[config.mk]
export PLATFORM = sky130hd
export DESIGN_NAME = instr_sequencer
export DESIGN_NICKNAME = d
export VERILOG_FILES = /design/src/rtl/seq_pkg.sv /design/src/rtl/op_classifier.sv /design/src/rtl/instr_sequencer.sv
export SDC_FILE = /design/constraint.sdc
export NUM_CORES = 1
export LEC_CHECK = 0
export CAP_MARGIN = 20
export CORE_UTILIZATION = 40
export DETAILED_ROUTE_END_ITERATION = 10
export GPL_ROUTABILITY_DRIVEN = 0
export PLACE_DENSITY_LB_ADDON = 0.25
export SETUP_SLACK_MARGIN = 0.05
export SYNTH_ARGS = -nofsm -noshare
export SYNTH_HDL_FRONTEND = slang
export SYNTH_SLANG_ARGS = --single-unit
[constraint.sdc]
create_clock -name clk -period 1.7 [get_ports clk]
set_input_delay 0.34 -clock clk [delete_from_list [all_inputs] [get_ports clk]]
set_output_delay 0.34 -clock clk [all_outputs]
set_load 0.03 [all_outputs]
[src/rtl/seq_pkg.sv]
// Shared types and opcode constants for the instruction sequencer.
// Contents:
//   seq_state_t    - sequencer state encoding (ST_PAUSE only with SEQ_SINGLE_STEP_EN)
//   OP_STP/OP_LDR  - 5-bit major opcodes (stop, register load)
//   OP_LDA3        - 3-bit major opcode for absolute load
//   INSTR_W/CNT_W  - instruction word and retire-counter widths
// Optional feature macro: SEQ_SINGLE_STEP_EN (adds the PAUSE state).
package seq_pkg;

   localparam int INSTR_W = 16;
   localparam int CNT_W   = 16;

   localparam logic [4:0] OP_STP  = 5'b00000;
   localparam logic [4:0] OP_LDR  = 5'b01110;
   localparam logic [2:0] OP_LDA3 = 3'b110;

   typedef enum logic [2:0] {
      ST_RST   = 3'd0,
      ST_FETCH = 3'd1,
      ST_LOAD  = 3'd2,
      ST_EXEC1 = 3'd3,
      ST_EXEC2 = 3'd4,
      ST_HALT  = 3'd5
`ifdef SEQ_SINGLE_STEP_EN
      ,
      ST_PAUSE = 3'd6
`endif
   } seq_state_t;

endpackage

[src/rtl/op_classifier.sv]
// Combinational opcode classifier shared by the sequencer and its checkers.
// Ports:
//   word      in  16  instruction word
//   is_stp    out  1  word is the stop instruction
//   needs_e2  out  1  word executes in two phases (lda or ldr)
module op_classifier
   import seq_pkg::*;
(
   input  logic [INSTR_W-1:0] word,
   output logic               is_stp,
   output logic               needs_e2
);

   // Only the major-opcode field matters here; the operand bits are folded
   // into a deliberately unused net so the port keeps the full word width.
   logic unused_operand;
   assign unused_operand = ^word[10:0];

   assign is_stp   = (word[15:11] == OP_STP);
   assign needs_e2 = (word[15:13] == OP_LDA3) || (word[15:11] == OP_LDR);

endmodule

[src/rtl/instr_sequencer.sv]
// Control-phase sequencer and instruction register for the 16-bit core.
// Drives the instruction-memory read (fe), latches the returned word into
// instr, emits the phase strobes e1/e2, handles stop/resume and counts
// retired instructions.
// Ports:
//   clk          in   1  clock, rising edge
//   reset        in   1  synchronous, active-high
//   instr_rdata  in  16  instruction-memory read data, valid the cycle after fe
//   run          in   1  releases HALT
//   step_mode    in   1  park in PAUSE after each instruction (SEQ_SINGLE_STEP_EN)
//   step         in   1  release PAUSE for one instruction (SEQ_SINGLE_STEP_EN)
//   fe/e1/e2     out  1  registered one-hot phase strobes
//   instr        out 16  instruction register
//   halted       out  1  high in HALT
//   instr_count  out 16  retired-instruction counter, wraps
// Optional feature macro: SEQ_SINGLE_STEP_EN.
//
// state    | meaning
// ---------+---------------------------------------------------
// RST      | one cycle after reset, no strobes
// FETCH    | fe high, instruction memory read issued
// LOAD     | read data returns, latched into instr at exit
// EXEC1    | first execute phase; retires one-phase instructions
// EXEC2    | second execute phase (lda/ldr); retires
// HALT     | stp seen, waits for run
// PAUSE    | single-step park, waits for step or step_mode low
module instr_sequencer
   import seq_pkg::*;
(
   input  logic               clk,
   input  logic               reset,
   input  logic [INSTR_W-1:0] instr_rdata,
   input  logic               run,
`ifdef SEQ_SINGLE_STEP_EN
   input  logic               step_mode,
   input  logic               step,
`endif
   output logic               fe,
   output logic               e1,
   output logic               e2,
   output logic [INSTR_W-1:0] instr,
   output logic               halted,
   output logic [CNT_W-1:0]   instr_count
);

   seq_state_t         state_q, state_d, end_st;
   logic [INSTR_W-1:0] instr_q, instr_d;
   logic [CNT_W-1:0]   instr_count_q, instr_count_d;
   logic               fe_q, fe_d, e1_q, e1_d, e2_q, e2_d, halted_q, halted_d;

   logic [INSTR_W-1:0] class_word;
   logic               is_stp, needs_e2;

   // One classifier serves both decisions: in LOAD it looks at the incoming
   // word, in EXEC1 at the word already held in the register.
   assign class_word = (state_q == ST_LOAD) ? instr_rdata : instr_q;

   op_classifier u_op_classifier (
      .word     (class_word),
      .is_stp   (is_stp),
      .needs_e2 (needs_e2)
   );

   always_comb begin
      state_d       = state_q;
      instr_d       = instr_q;
      instr_count_d = instr_count_q;
`ifdef SEQ_SINGLE_STEP_EN
      end_st = step_mode ? ST_PAUSE : ST_FETCH;
`else
      end_st = ST_FETCH;
`endif
      case (state_q)
         ST_RST:   state_d = ST_FETCH;
         ST_FETCH: state_d = ST_LOAD;
         ST_LOAD: begin
            instr_d = instr_rdata;
            state_d = is_stp ? ST_HALT : ST_EXEC1;
         end
         ST_EXEC1: begin
            if (needs_e2) begin
               state_d = ST_EXEC2;
            end else begin
               state_d       = end_st;
               instr_count_d = instr_count_q + CNT_W'(1);
            end
         end
         ST_EXEC2: begin
            state_d       = end_st;
            instr_count_d = instr_count_q + CNT_W'(1);
         end
         ST_HALT: begin
            if (run) state_d = ST_FETCH;
         end
`ifdef SEQ_SINGLE_STEP_EN
         ST_PAUSE: begin
            if (step || !step_mode) state_d = ST_FETCH;
         end
`endif
         default: state_d = ST_RST;
      endcase

      // Strobes are decoded from the next state so they come straight off flops.
      fe_d     = (state_d == ST_FETCH);
      e1_d     = (state_d == ST_EXEC1);
      e2_d     = (state_d == ST_EXEC2);
      halted_d = (state_d == ST_HALT);
   end

   always_ff @(posedge clk) begin
      if (reset) begin
         state_q       <= ST_RST;
         instr_q       <= '0;
         instr_count_q <= '0;
         fe_q          <= 1'b0;
         e1_q          <= 1'b0;
         e2_q          <= 1'b0;
         halted_q      <= 1'b0;
      end else begin
         state_q       <= state_d;
         instr_q       <= instr_d;
         instr_count_q <= instr_count_d;
         fe_q          <= fe_d;
         e1_q          <= e1_d;
         e2_q          <= e2_d;
         halted_q      <= halted_d;
      end
   end

   assign fe          = fe_q;
   assign e1          = e1_q;
   assign e2          = e2_q;
   assign halted      = halted_q;
   assign instr       = instr_q;
   assign instr_count = instr_count_q;

endmodule

* After elaboration in Yosys (flattened, before gate mapping) *
Cells that the tools add are included.

word-level totals
  output and inout bits = 36
  latch bits = 0
  memories = 0
  bits in writable memories = 0
  word-level logic and storage cells = 34
  register bits = 39
  bits of input ports = 19
  memory bits (read-only) = 0

operators by class
  muxes and demuxes = 7
  $add $sub $neg = 1
  reductions and logical operators = 6
  bitwise operators = 0
  $mul = 0
  div/mod/pow operators = 0
  order comparisons = 0
  eq/ne operators = 12
  shift operators = 0

operators with widths
  cell                                                                   number
  16-bit 2-to-1 mux                                                      2
  16-bit case mux with 2 select lines                                    1
  16-bit by 1-bit adder with 16-bit output, second input constant        1
  3-bit equality test, second input constant                             5
  3-bit case mux with 5 select lines                                     1
  3-bit by 2-bit equality test with 1-bit output, second input constant  3
  3-bit 2-to-1 mux                                                       3
  3-bit by 1-bit equality test with 1-bit output, second input constant  2
  5-bit by 4-bit equality test with 1-bit output, second input constant  1
  5-bit zero test                                                        1
  3-bit zero test                                                        1
  2-bit inequality test, second input constant                           1
  2-bit AND reduction                                                    1
  2-bit nonzero test                                                     1
  2-bit OR reduction                                                     1
  1-bit logical OR                                                       1

* Logic depth before layout (Yosys ltp) *
  word-level depth = 7
  gate-level depth with buffers = 7
  gate-level depth less buffers = 5

* By module *
From an unflattened synthesis, not the netlist that was laid out.

unflattened totals
  cell total of the unflattened synthesis = 174
  area, all modules = 1749.2 sq um

modules (own cells, without submodules)
  module           cells each  area each (sq um)  times used  seq. area each (sq um)
  instr_sequencer  169         1711.6             1           780.7
  op_classifier    5           37.5               1           0.0

* Worst setup path before layout *
OpenSTA, ideal clock, no wires.

  path type = register to register
  start point = register instr_count_q[3], in the netlist instr_count[3]
  end point = register instr_count_q[14], in the netlist instr_count[14]
  path buffers = 0
  slack = -0.126 ns
  required time = 1.630 ns
  arrival = 1.756 ns
  library setup time = 0.070 ns
  cell stages (with the launch flop) = 6
  clock period less this slack = 1.826 ns
  cells stage by stage = dfxtp_1 -> and4_1 -> and4_1 -> o2111ai_2 -> or3_1 -> a21oi_1

between the ends
  word-level cells in the longest chain between the ends = 3

RTL lines
  element                                     line                                          RTL
  start: declaration                          instr_sequencer.sv:48                         logic [CNT_W-1:0] instr_count_q, instr_count_d;
  start signal: assignment                    instr_sequencer.sv:122                        instr_count_q <= instr_count_d;
  16-bit by 1-bit adder with 16-bit output *  instr_sequencer.sv:85, instr_sequencer.sv:90
  16-bit 2-to-1 mux                           instr_sequencer.sv:81                         if (needs_e2) begin
  16-bit case mux with 2 select lines *       instr_sequencer.sv:73                         case (state_q)

Every way passes the cells marked *; elsewhere a longest branch is shown, timed or not. The select of a mux whose other input is x is not followed.
A chain may end at the register's enable or synchronous reset.

* Worst setup path after layout *
  start point = register halted_q, in the netlist halted
  end point = output port halted

RTL lines
  element                   line                    RTL
  start: declaration        instr_sequencer.sv:49   logic fe_q, fe_d, e1_q, e1_d, e2_q, e2_d, halted_q, halted_d;
  start signal: assignment  instr_sequencer.sv:126  halted_q <= halted_d;
  end: declaration          instr_sequencer.sv:42   output logic halted,

No word-level cell between the ends.

==> results.md <==
* Final cycle utilization of the critical path at 93.7%
* Synth Cell Area at ~1600 µm²
* Crit path max fanout at 1
* # IOs at 55
* Sequential fraction of the synthesis area at a little under half
* Clk buf depth at 2
* First-pass GRT wire length at 6.27 mm
* Worst Skew at 0.0101 ns
* Root cell of the clock tree: clkbuf_8
* Nature of the critical path endpoint: primary output
* Slew margin rel. at between 70 and 80%
* Syn_nets at about 210
* Die Span Y at 66.0 µm
* Critical path's top delay family: buffers and inverters
* Crit path buffers/inverters at 1
* Critical path's largest stage delay at approximately 0.65 ns
* Reg2reg end: instr_count[15]$_SDFFE_PP0P_
* Via Count at around 1,600
* Status: completed
* Reg2Reg Launch Point: state_q[2]$_SDFF_PP0_
* Setup TNS at 0 ns
* Inserted Diodes at 0
* Crit path from: halted$_SDFF_PP0_
* R2R depth at 6
* Post-CTS Hold Buffers at 0
* Final Hold Vio Count at 0
* Clk_lat worst skew at just under 0.3 ns
* Syn Inst Count at around 190
* Per-cell routed wire length at between 10 and 15 µm
* CP max stage cell: clkdlybuf4s50_1
* Largest net degree at the start of global routing at 31
* Grt total ovfl at 0
* Total global routing track utilization at 19.0%
* Die Wd at about 66 µm
* Overall routed net length at about 4 mm
* Crit path capture: halted
* Layout cell share with drive strength beyond 1 at a little over a fifth
* Layout area overhead at 56.2%
* Slew @ Worst Pin at approximately 0.34 ns
* Maxcap violations at 0
* Total number of yosys warnings at 0
* Clk slew on worst S/H paths at approximately 0.080 ns
* Endpoints failing setup at 0
* Hold slack at ~0.45 ns
* H-tree depth at 2
* Peak VDD IR at 0.486 mV
* Critical path class: reg2out
* Synth unique cells at 34
* Number of port buffers at 54
* Die area at 4350 µm²
* Fin nets at about 280
* First drt pass iteration count at 4
* Clock Sink Count at 39
* Starting Density at 43.1%
* Static leakage at approximately 0.0012 µW
* Starting DRT DRC Count at 69
* Period minus WS final at about 1.6 ns
* Number of nets with antenna violations after routing at 0
* Unrepaired setup endpoints after global routing: true
* DR DRC count at 0
* DP HPWL at about 2.6 mm
* TritonCTS Buffers at 5
* CP required at between 1 and 1.5 ns
* Core Rows at 22
* CTS tree: built
* DR vias/cell at approximately 5.1
* Fin. max-slew vios at 0
* Avg Cell Area, Syn at between 8 and 9 µm²
* Hold Path Class: reg2reg
* Cells along the critical path: clkdlybuf4s50_1
* Flops & latches, synth at 39
* Setup crit start kind: flip-flop
* Critical path depth at 1
* Vias in the first global route at ~1,500
* Power, Total at just under 2000 µW
* Initial antenna violation count at 0
* Power density cells at approximately 750 nW/µm²
* Peak Freq at 628 MHz
* Placeable Area at 3800 µm²
* Reg-to-reg slack, setup at between 0.1 and 0.15 ns
* CP arrival at 1.25 ns
==> through the flow <==
step	std cells	cell area [µm²]	worst slack (ns)	utilization, %
5_1_grt	312	2560	0.0345	67.4
3_5_place_dp	299	2320	-0.123	61.1
6_report	312	2560	0.107	67.4
3_3_place_gp	299	2320	-0.0751	61.1
4_1_cts	308	2410	0.0298	63.5
2_1_floorplan	194	1650	0.0251	-
==> tightest hold or removal path: stages (launching register included) <==
cell	delay [ns]
dfxtp_1	0.31
nand2_1	0.05
a21oi_1	0.05
==> layer usage <==
metal	part of all wire, %	vias to the layer above	global-route usage [%]	wire, µm
met1	42	737	20.5	1670
li1	-	805	-	-
met3	6.2	4	8.62	243
met4	0.84	0	5.59	33
met5	0	-	0	0
met2	50	44	32.9	1990
==> how the worst min path moves through the flow <==
stage                                        to  slack (ns)  depth (start not counted)                   from
final                     instr[0]$_SDFFE_PP0P_        0.45                          2  instr[0]$_SDFFE_PP0P_
after global routing      instr[0]$_SDFFE_PP0P_        0.47                          2  instr[0]$_SDFFE_PP0P_
after CTS                 instr[0]$_SDFFE_PP0P_        0.45                          2  instr[0]$_SDFFE_PP0P_
after detailed placement  instr[0]$_SDFFE_PP0P_        0.45                          2  instr[0]$_SDFFE_PP0P_
after global placement    instr[8]$_SDFFE_PP0P_        0.44                          2  instr[8]$_SDFFE_PP0P_
after floorplan            instr[12]$_SDFF_PP0_        0.47                          2        instr_rdata[12]
==> where the power goes <==
part           switching (µW)  internal (µW)
logic                     146            127
clock network             313            370
registers                19.9            944
==> area by class of cell <==
cell class	count	area [µm²]
sequential	39	796
clock buffer	8	100
multi-input combinational	141	861
fill	320	1240
timing repair buffer	75	738
tap	48	60.1
inverter	1	3.75
==> kinds of logic (layout without fill, tap and decap cells) <==
family | after synthesis | count (layout) | synth area share (%)
adder cells (fa/ha/maj) | 1 | 1 | 0.764
flip-flops | 39 | 39 | 47.7
AO/OA/AOI/OAI | 50 | 50 | 17.3
AND/OR/NAND/NOR | 83 | 83 | 26.4
XOR/XNOR | 7 | 7 | 3.74
buffers and inverters | 14 | 84 | 4.20
==> Yosys cell counts, drive strengths merged <==
cell type / n / area (µm²)
a211oi: 2 / 20.0
a21oi: 30 / 150
and2: 2 / 12.5
and3: 2 / 12.5
and3b: 1 / 8.76
and4: 2 / 17.5
buf: 5 / 35.0
clkbuf: 8 / 30.0
dfxtp: 39 / 781
ha: 1 / 12.5
inv: 1 / 3.75
nand2: 38 / 143
nand2b: 1 / 6.26
nand3: 2 / 10.0
nand3b: 1 / 20.0
nand4: 2 / 12.5
nor2: 13 / 48.8
nor2b: 1 / 6.26
nor3: 4 / 25.0
nor3b: 1 / 18.8
nor4bb: 2 / 20.0
o2111ai: 3 / 32.5
o211ai: 2 / 15.0
o21ai: 13 / 65.1
or2: 1 / 6.26
or3: 9 / 56.3
or4: 1 / 7.51
xor2: 7 / 61.3
==> flip-flops by register name (all words and copies together) (netlist names) <==
| register | cells |
|---|---|
| e1 | 1 |
| e2 | 1 |
| fe | 1 |
| halted | 1 |
| instr | 16 |
| instr_count | 16 |
| state_q | 3 |
==> layout by cell type, fill, tap and decap left out, types with 2 or more instances in the layout <==
master,netlist,layout
and2_1,2,2
buf_6,1,7
nand4_1,2,2
xor2_1,7,7
dfxtp_2,0,12
or3_4,0,3
nor2_1,13,12
and3_1,2,2
a21oi_2,0,4
nor3_1,3,3
o21ai_1,0,3
clkbuf_8,0,7
o211ai_1,2,2
dfxtp_1,39,27
nand2_1,38,38
o21ai_0,13,10
dlygate4sd2_1,0,21
nand3_1,2,2
a21oi_1,30,26
clkdlybuf4s50_1,0,21
dlymetal6s2s_1,0,12
or3_1,9,6
buf_4,2,12
==> timing repair <==
action                                  CTS  global route
cloned                                    0             2
resized for setup                        22            41
pin swaps                                 0            13
endpoints found under the setup margin   28            24
buffers inserted                          1             2
Note: power is estimated with default switching activity, not from simulation.
